## src/rtl/pipe_stage_skid.sv

```systemverilog
// Pipeline stage latch with valid/ready handshake and a one-entry skid buffer.
//
// Carries NUM_FIELDS packed words of DATA_W bits; field k is in_data[k*DATA_W +: DATA_W].
// in_ready comes straight from a register (no combinational ready path). Empty entries
// always hold zero data, so out_data reads as a nop when out_valid is low.
//
// Ports:
//   clk         rising-edge clock
//   reset       synchronous active-high reset, clears all state and counters
//   flush       synchronous kill of both entries; counters keep counting
//   in_valid    upstream presents in_data
//   in_ready    stage can accept (registered)
//   in_data     packed upstream fields
//   out_valid   out_data holds a live item
//   out_ready   downstream accepts this cycle
//   out_data    packed fields to downstream
//   stall_cnt   saturating count of cycles with out_valid=1, out_ready=0
//   bubble_cnt  saturating count of cycles with out_valid=0, out_ready=1
module pipe_stage_skid #(
  parameter int unsigned DATA_W     = 32,
  parameter int unsigned NUM_FIELDS = 6,
  parameter int unsigned CNT_W      = 16
) (
  input  logic                         clk,
  input  logic                         reset,
  input  logic                         flush,
  input  logic                         in_valid,
  output logic                         in_ready,
  input  logic [DATA_W*NUM_FIELDS-1:0] in_data,
  output logic                         out_valid,
  input  logic                         out_ready,
  output logic [DATA_W*NUM_FIELDS-1:0] out_data,
  output logic [CNT_W-1:0]             stall_cnt,
  output logic [CNT_W-1:0]             bubble_cnt
);

  localparam int unsigned W = DATA_W * NUM_FIELDS;

  // State bits are {m_valid, s_valid}; 2'b01 is unreachable.
  typedef enum logic [1:0] {
    StEmpty = 2'b00,
    StBusy  = 2'b10,
    StFull  = 2'b11
  } state_e;

  state_e           state_q, state_d;
  logic [W-1:0]     m_data_q, m_data_d;
  logic [W-1:0]     s_data_q, s_data_d;
  logic [CNT_W-1:0] stall_q, stall_d;
  logic [CNT_W-1:0] bubble_q, bubble_d;

  logic m_valid, s_valid;
  logic accept, issue;

  assign m_valid    = state_q[1];
  assign s_valid    = state_q[0];
  assign in_ready   = ~s_valid;
  assign out_valid  = m_valid;
  assign out_data   = m_data_q;
  assign stall_cnt  = stall_q;
  assign bubble_cnt = bubble_q;

  assign accept = in_valid & in_ready;
  assign issue  = out_valid & out_ready;

  always_comb begin
    state_d  = state_q;
    m_data_d = m_data_q;
    s_data_d = s_data_q;

    if (flush) begin
      state_d  = StEmpty;
      m_data_d = '0;
      s_data_d = '0;
    end else begin
      case (state_q)
        StEmpty: begin
          if (accept) begin
            state_d  = StBusy;
            m_data_d = in_data;
          end
        end
        StBusy: begin
          if (accept && issue) begin
            m_data_d = in_data;
          end else if (issue) begin
            state_d  = StEmpty;
            m_data_d = '0;
          end else if (accept) begin
            state_d  = StFull;
            s_data_d = in_data;
          end
        end
        StFull: begin
          // in_ready is low here, so only draining is possible.
          if (issue) begin
            state_d  = StBusy;
            m_data_d = s_data_q;
            s_data_d = '0;
          end
        end
        default: begin
          state_d  = StEmpty;
          m_data_d = '0;
          s_data_d = '0;
        end
      endcase
    end
  end

  // Counters use pre-edge out_valid/out_ready and saturate at all-ones.
  always_comb begin
    stall_d  = stall_q;
    bubble_d = bubble_q;
    if (out_valid && !out_ready && (stall_q != '1)) begin
      stall_d = stall_q + CNT_W'(1);
    end
    if (!out_valid && out_ready && (bubble_q != '1)) begin
      bubble_d = bubble_q + CNT_W'(1);
    end
  end

  always_ff @(posedge clk) begin
    if (reset) begin
      state_q  <= StEmpty;
      m_data_q <= '0;
      s_data_q <= '0;
      stall_q  <= '0;
      bubble_q <= '0;
    end else begin
      state_q  <= state_d;
      m_data_q <= m_data_d;
      s_data_q <= s_data_d;
      stall_q  <= stall_d;
      bubble_q <= bubble_d;
    end
  end

endmodule

```

## config.mk

```make
export PLATFORM = sky130hd
export DESIGN_NAME = pipe_stage_skid
export DESIGN_NICKNAME = d
export VERILOG_FILES = /design/src/rtl/pipe_stage_skid.sv
export SDC_FILE = /design/constraint.sdc
export NUM_CORES = 1
export LEC_CHECK = 0
export CAP_MARGIN = 25
export CORE_ASPECT_RATIO = 1.75
export CORE_MARGIN = 4
export CORE_UTILIZATION = 40
export CTS_CLUSTER_DIAMETER = 50
export DETAILED_ROUTE_END_ITERATION = 10
export PLACE_DENSITY = 0.69
export SLEW_MARGIN = 20
export SYNTH_ARGS = -nofsm -noshare
export SYNTH_HDL_FRONTEND = slang
export SYNTH_SLANG_ARGS = --single-unit
```

## constraint.sdc

```tcl
create_clock -name clk -period 4.1 [get_ports clk]
set_input_delay 0.41 -clock clk [delete_from_list [all_inputs] [get_ports clk]]
set_output_delay 0.41 -clock clk [all_outputs]
set_load 0.05 [all_outputs]
```

==> reports/metrics.cfg <==
[run_status]
outcome=finished, final reports clean

[final_layout]
finalInstanceArea_mm2=0.0226
drive_above_1_share_pct=5.36
layout.nets=2262
synthToLayoutAreaGrowth_pct=35.1

[pwr]
power.switching_fraction_pct=27.0
power.static_leakage_nw=7.25
share_comb_of_total_power_pct=14.1
seq_power_share_pct=45.1
ir_drop_mv=0.314
clkPwrFrac_pct=40.7
switchingPower_w=0.00253
power-per-cell-area_mw_per_mm2=414
intPower_w=0.00681

[critical_path]
timing.critical_path.arrival_ns=3.54
critPathBufInv=1
cp_slowest_cell=sky130_fd_sc_hd__buf_4
r2r_slack_ns=1.00
delay_of_the_slowest_critical_path_stage_ns=0.79
end_kind=flip-flop
cp.required_ns=4.54
crit_chain=ha_4, a2bb2oi_1, a21oi_1, nor2_4, buf_4, o2bb2ai_1
critPathTopFamily=buffers and inverters
worstPathMaxFanout=74
critical_setup_path_class=reg2reg
critPathLaunchType=flip-flop

[timing]
final.setup.tns_ns=0
finClkSkew_ns=0.0233
period_share_pct=75.6
max_freq_mhz=323
slew_headroom_pct=32.5
tmin_final_ns=3.10
worstMarginPinSlew_ns=1.01
setup_repair_after_global_routing_missed_its_margin=no
report.final.slew_viol_count=0
final.setup.worst_slack_ns=1.00
timing.final.hold_violations=0
setup_violations=0

[global_route]
grtUsageTotal_pct=24.7
vias_in_the_first_global_route=16300
grt_antenna_before_repair=10
grt_first_pass_wirelength_um=92800
grt_max_degree=195
grt_overflow_total=0

[detailed_routing]
detailroute.via_count=16500
via_per_inst=6.23
route.detailed.drc=0
drt-wirelength-per-cell_um=22.5
dr.first_iter.drc_count=1399
ant_nets=0
drt_wl_total_um=59600
drt_pre_antenna_iters=6

[clock_network]
cts_hold_repair_buffers=0
cts.clk_slew.worst_paths_ns=0.06
cts_max_path_buffers=3
post-cts-setup-buffer-count=0
post_cts_resized=0
numCtsBuffers=40
cts.sink_count=418
ctsHtreeMaxLevel=2
clock_insertion_delay_worst_skew_ns=0.54
clock_tree_from_tritoncts=built
clock_tree.root_cell=sky130_fd_sc_hd__clkbuf_16

[die]
core_area_mm2=0.0411
dieHeight_um=278
fp.dieArea_mm2=0.0452
starting_utilization_of_the_core_area_pct=40.6
fp-row-count=98
die_w_um=162
pin_count=423

[yosys]
synth.cell_area_mm2=0.0167
flip_flop_and_latch_count_after_synthesis=418
synth_edf_count=0
synth_sequential_area_ratio_pct=50.1
dominantRegCellSynth=sky130_fd_sc_hd__dfxtp_1
synth-async-reset-ratio_pct=0
synth_cell_types=49
syn-num-nets=1993
postSynthCellCount=1789
synthesis.yosys.warnings=0
postSynthAreaPerCell_um2=9.33

[place]
place.gp.congestion=0.800
pre_cts_ws_ns=1.00
buffer_ports.inserted=422
placed_area_mm2=0.0212
hpwlAfterDp_um=35900

[flow_run]
maxCapViolCount=0

[min_path]
hold_class=reg2reg

-- power groups by stage --
stage          registers, W  logic [W]  clock network, W
2_1_floorplan       0.00457   0.000436                 0
5_1_grt             0.00422    0.00139           0.00403
3_3_place_gp        0.00430    0.00130                 0
3_5_place_dp        0.00430    0.00131                 0
4_1_cts             0.00421    0.00132           0.00387
6_report            0.00421    0.00132           0.00380
-- registers in the layout, summed over array words and instances, names as in the netlist --
register    cells
bubble_cnt     16
s_data_q      192
out_data      192
state_q         2
stall_cnt      16
-- cell families after synthesis --
logic type               share of synthesized area [%]
adder cells (fa/ha/maj)                          0.525
AND/OR/NAND/NOR                                   10.9
XOR/XNOR                                        0.0525
AO/OA/AOI/OAI                                     32.8
buffers and inverters                             5.45
multiplexers                                     0.195
flip-flops                                        50.1
-- worst reg2reg max path, cell delays in order, from the launching register on --
cell and delay (ns):
sky130_fd_sc_hd__dfxtp_1 0.74, sky130_fd_sc_hd__ha_4 0.34, sky130_fd_sc_hd__a2bb2oi_1 0.19, sky130_fd_sc_hd__a21oi_1 0.12
sky130_fd_sc_hd__nor2_4 0.53, sky130_fd_sc_hd__buf_4 0.80, sky130_fd_sc_hd__o2bb2ai_1 0.30
-- worst paths after layout --
kind,depth (start not counted),start,to
setup / recovery,6,state_q[1],out_data[155]
hold / removal,1,out_data[112],out_data[112]
setup reg to reg,6,state_q[1],out_data[155]
hold reg to reg,1,out_data[112],out_data[112]
-- Yosys cell counts (all sizes together) (2+ instances only) --
cell | count | area [um^2]
buf | 39 | 178
clkbuf | 182 | 693
nand2 | 13 | 48.8
or2 | 3 | 18.8
nor2 | 9 | 33.8
or4 | 16 | 128
o21ai | 207 | 1040
a21oi | 224 | 1120
dfxtp | 418 | 8370
inv | 8 | 30.0
nand2b | 3 | 21.3
nor3 | 2 | 10.0
mux2 | 2 | 22.5
ha | 7 | 87.6
or3 | 14 | 88.8
and3 | 2 | 12.5
nand4 | 202 | 1260
a22oi | 192 | 1440
nor4 | 4 | 40.0
a21boi | 2 | 15.0
nand3 | 13 | 75.1
o31ai | 15 | 113
o2bb2ai | 192 | 1680
nor2b | 4 | 25.0
-- cell type report --
class                   instances  area, um^2
multi-input cells            1141        7500
diodes                          8        20.0
clock inverters                12         145
fillers                      3686       18500
flip-flops and latches        418        8370
well taps                     550         688
clock buffers                  60        1200
inverters                       8        30.0
repair buffers                449        4600
-- layout by cell type, fill, tap and decap left out, types with 3 or more instances in the layout --
cell type / instances
sky130_fd_sc_hd__nor2b_1: 4
sky130_fd_sc_hd__clkbuf_16: 41
sky130_fd_sc_hd__buf_12: 11
sky130_fd_sc_hd__clkbuf_1: 9
sky130_fd_sc_hd__or4_1: 14
sky130_fd_sc_hd__diode_2: 8
sky130_fd_sc_hd__clkinv_2: 6
sky130_fd_sc_hd__nand2_1: 12
sky130_fd_sc_hd__nand3_1: 11
sky130_fd_sc_hd__or3_1: 13
sky130_fd_sc_hd__clkdlybuf4s50_1: 422
sky130_fd_sc_hd__buf_4: 14
sky130_fd_sc_hd__nor2_1: 7
sky130_fd_sc_hd__bufinv_16: 3
sky130_fd_sc_hd__nor4_1: 3
sky130_fd_sc_hd__a22oi_1: 192
sky130_fd_sc_hd__dfxtp_1: 418
sky130_fd_sc_hd__nand4_1: 202
sky130_fd_sc_hd__o31ai_1: 15
sky130_fd_sc_hd__a21oi_1: 223
sky130_fd_sc_hd__ha_1: 5
sky130_fd_sc_hd__inv_1: 8
sky130_fd_sc_hd__o2bb2ai_1: 192
sky130_fd_sc_hd__o21ai_0: 206
sky130_fd_sc_hd__clkbuf_8: 10
-- layer usage --
metal / part of all wire, % / global-route usage, % / wire (um) / vias up
li1: - / - / - / 7535
met1: 37 / 29.7 / 22200 / 8016
met2: 51 / 42.2 / 30100 / 786
met3: 7.5 / 5.07 / 4490 / 135
met4: 4.6 / 11.6 / 2710 / 2
met5: 0.022 / 0 / 13 / -
-- metrics by stage --
stage,total power (W),utilization [%],instances,hold slack (ns)
after floorplan,0.00501,-,1789,0.450
after global placement,0.00560,51.5,2564,0.444
after detailed placement,0.00561,51.6,2566,0.446
after CTS,0.00940,54.9,2638,0.465
after global routing,0.00963,54.9,2645,0.480
final,0.00934,54.9,2646,0.459
No activity file was read; power rests on OpenSTA's default activity.
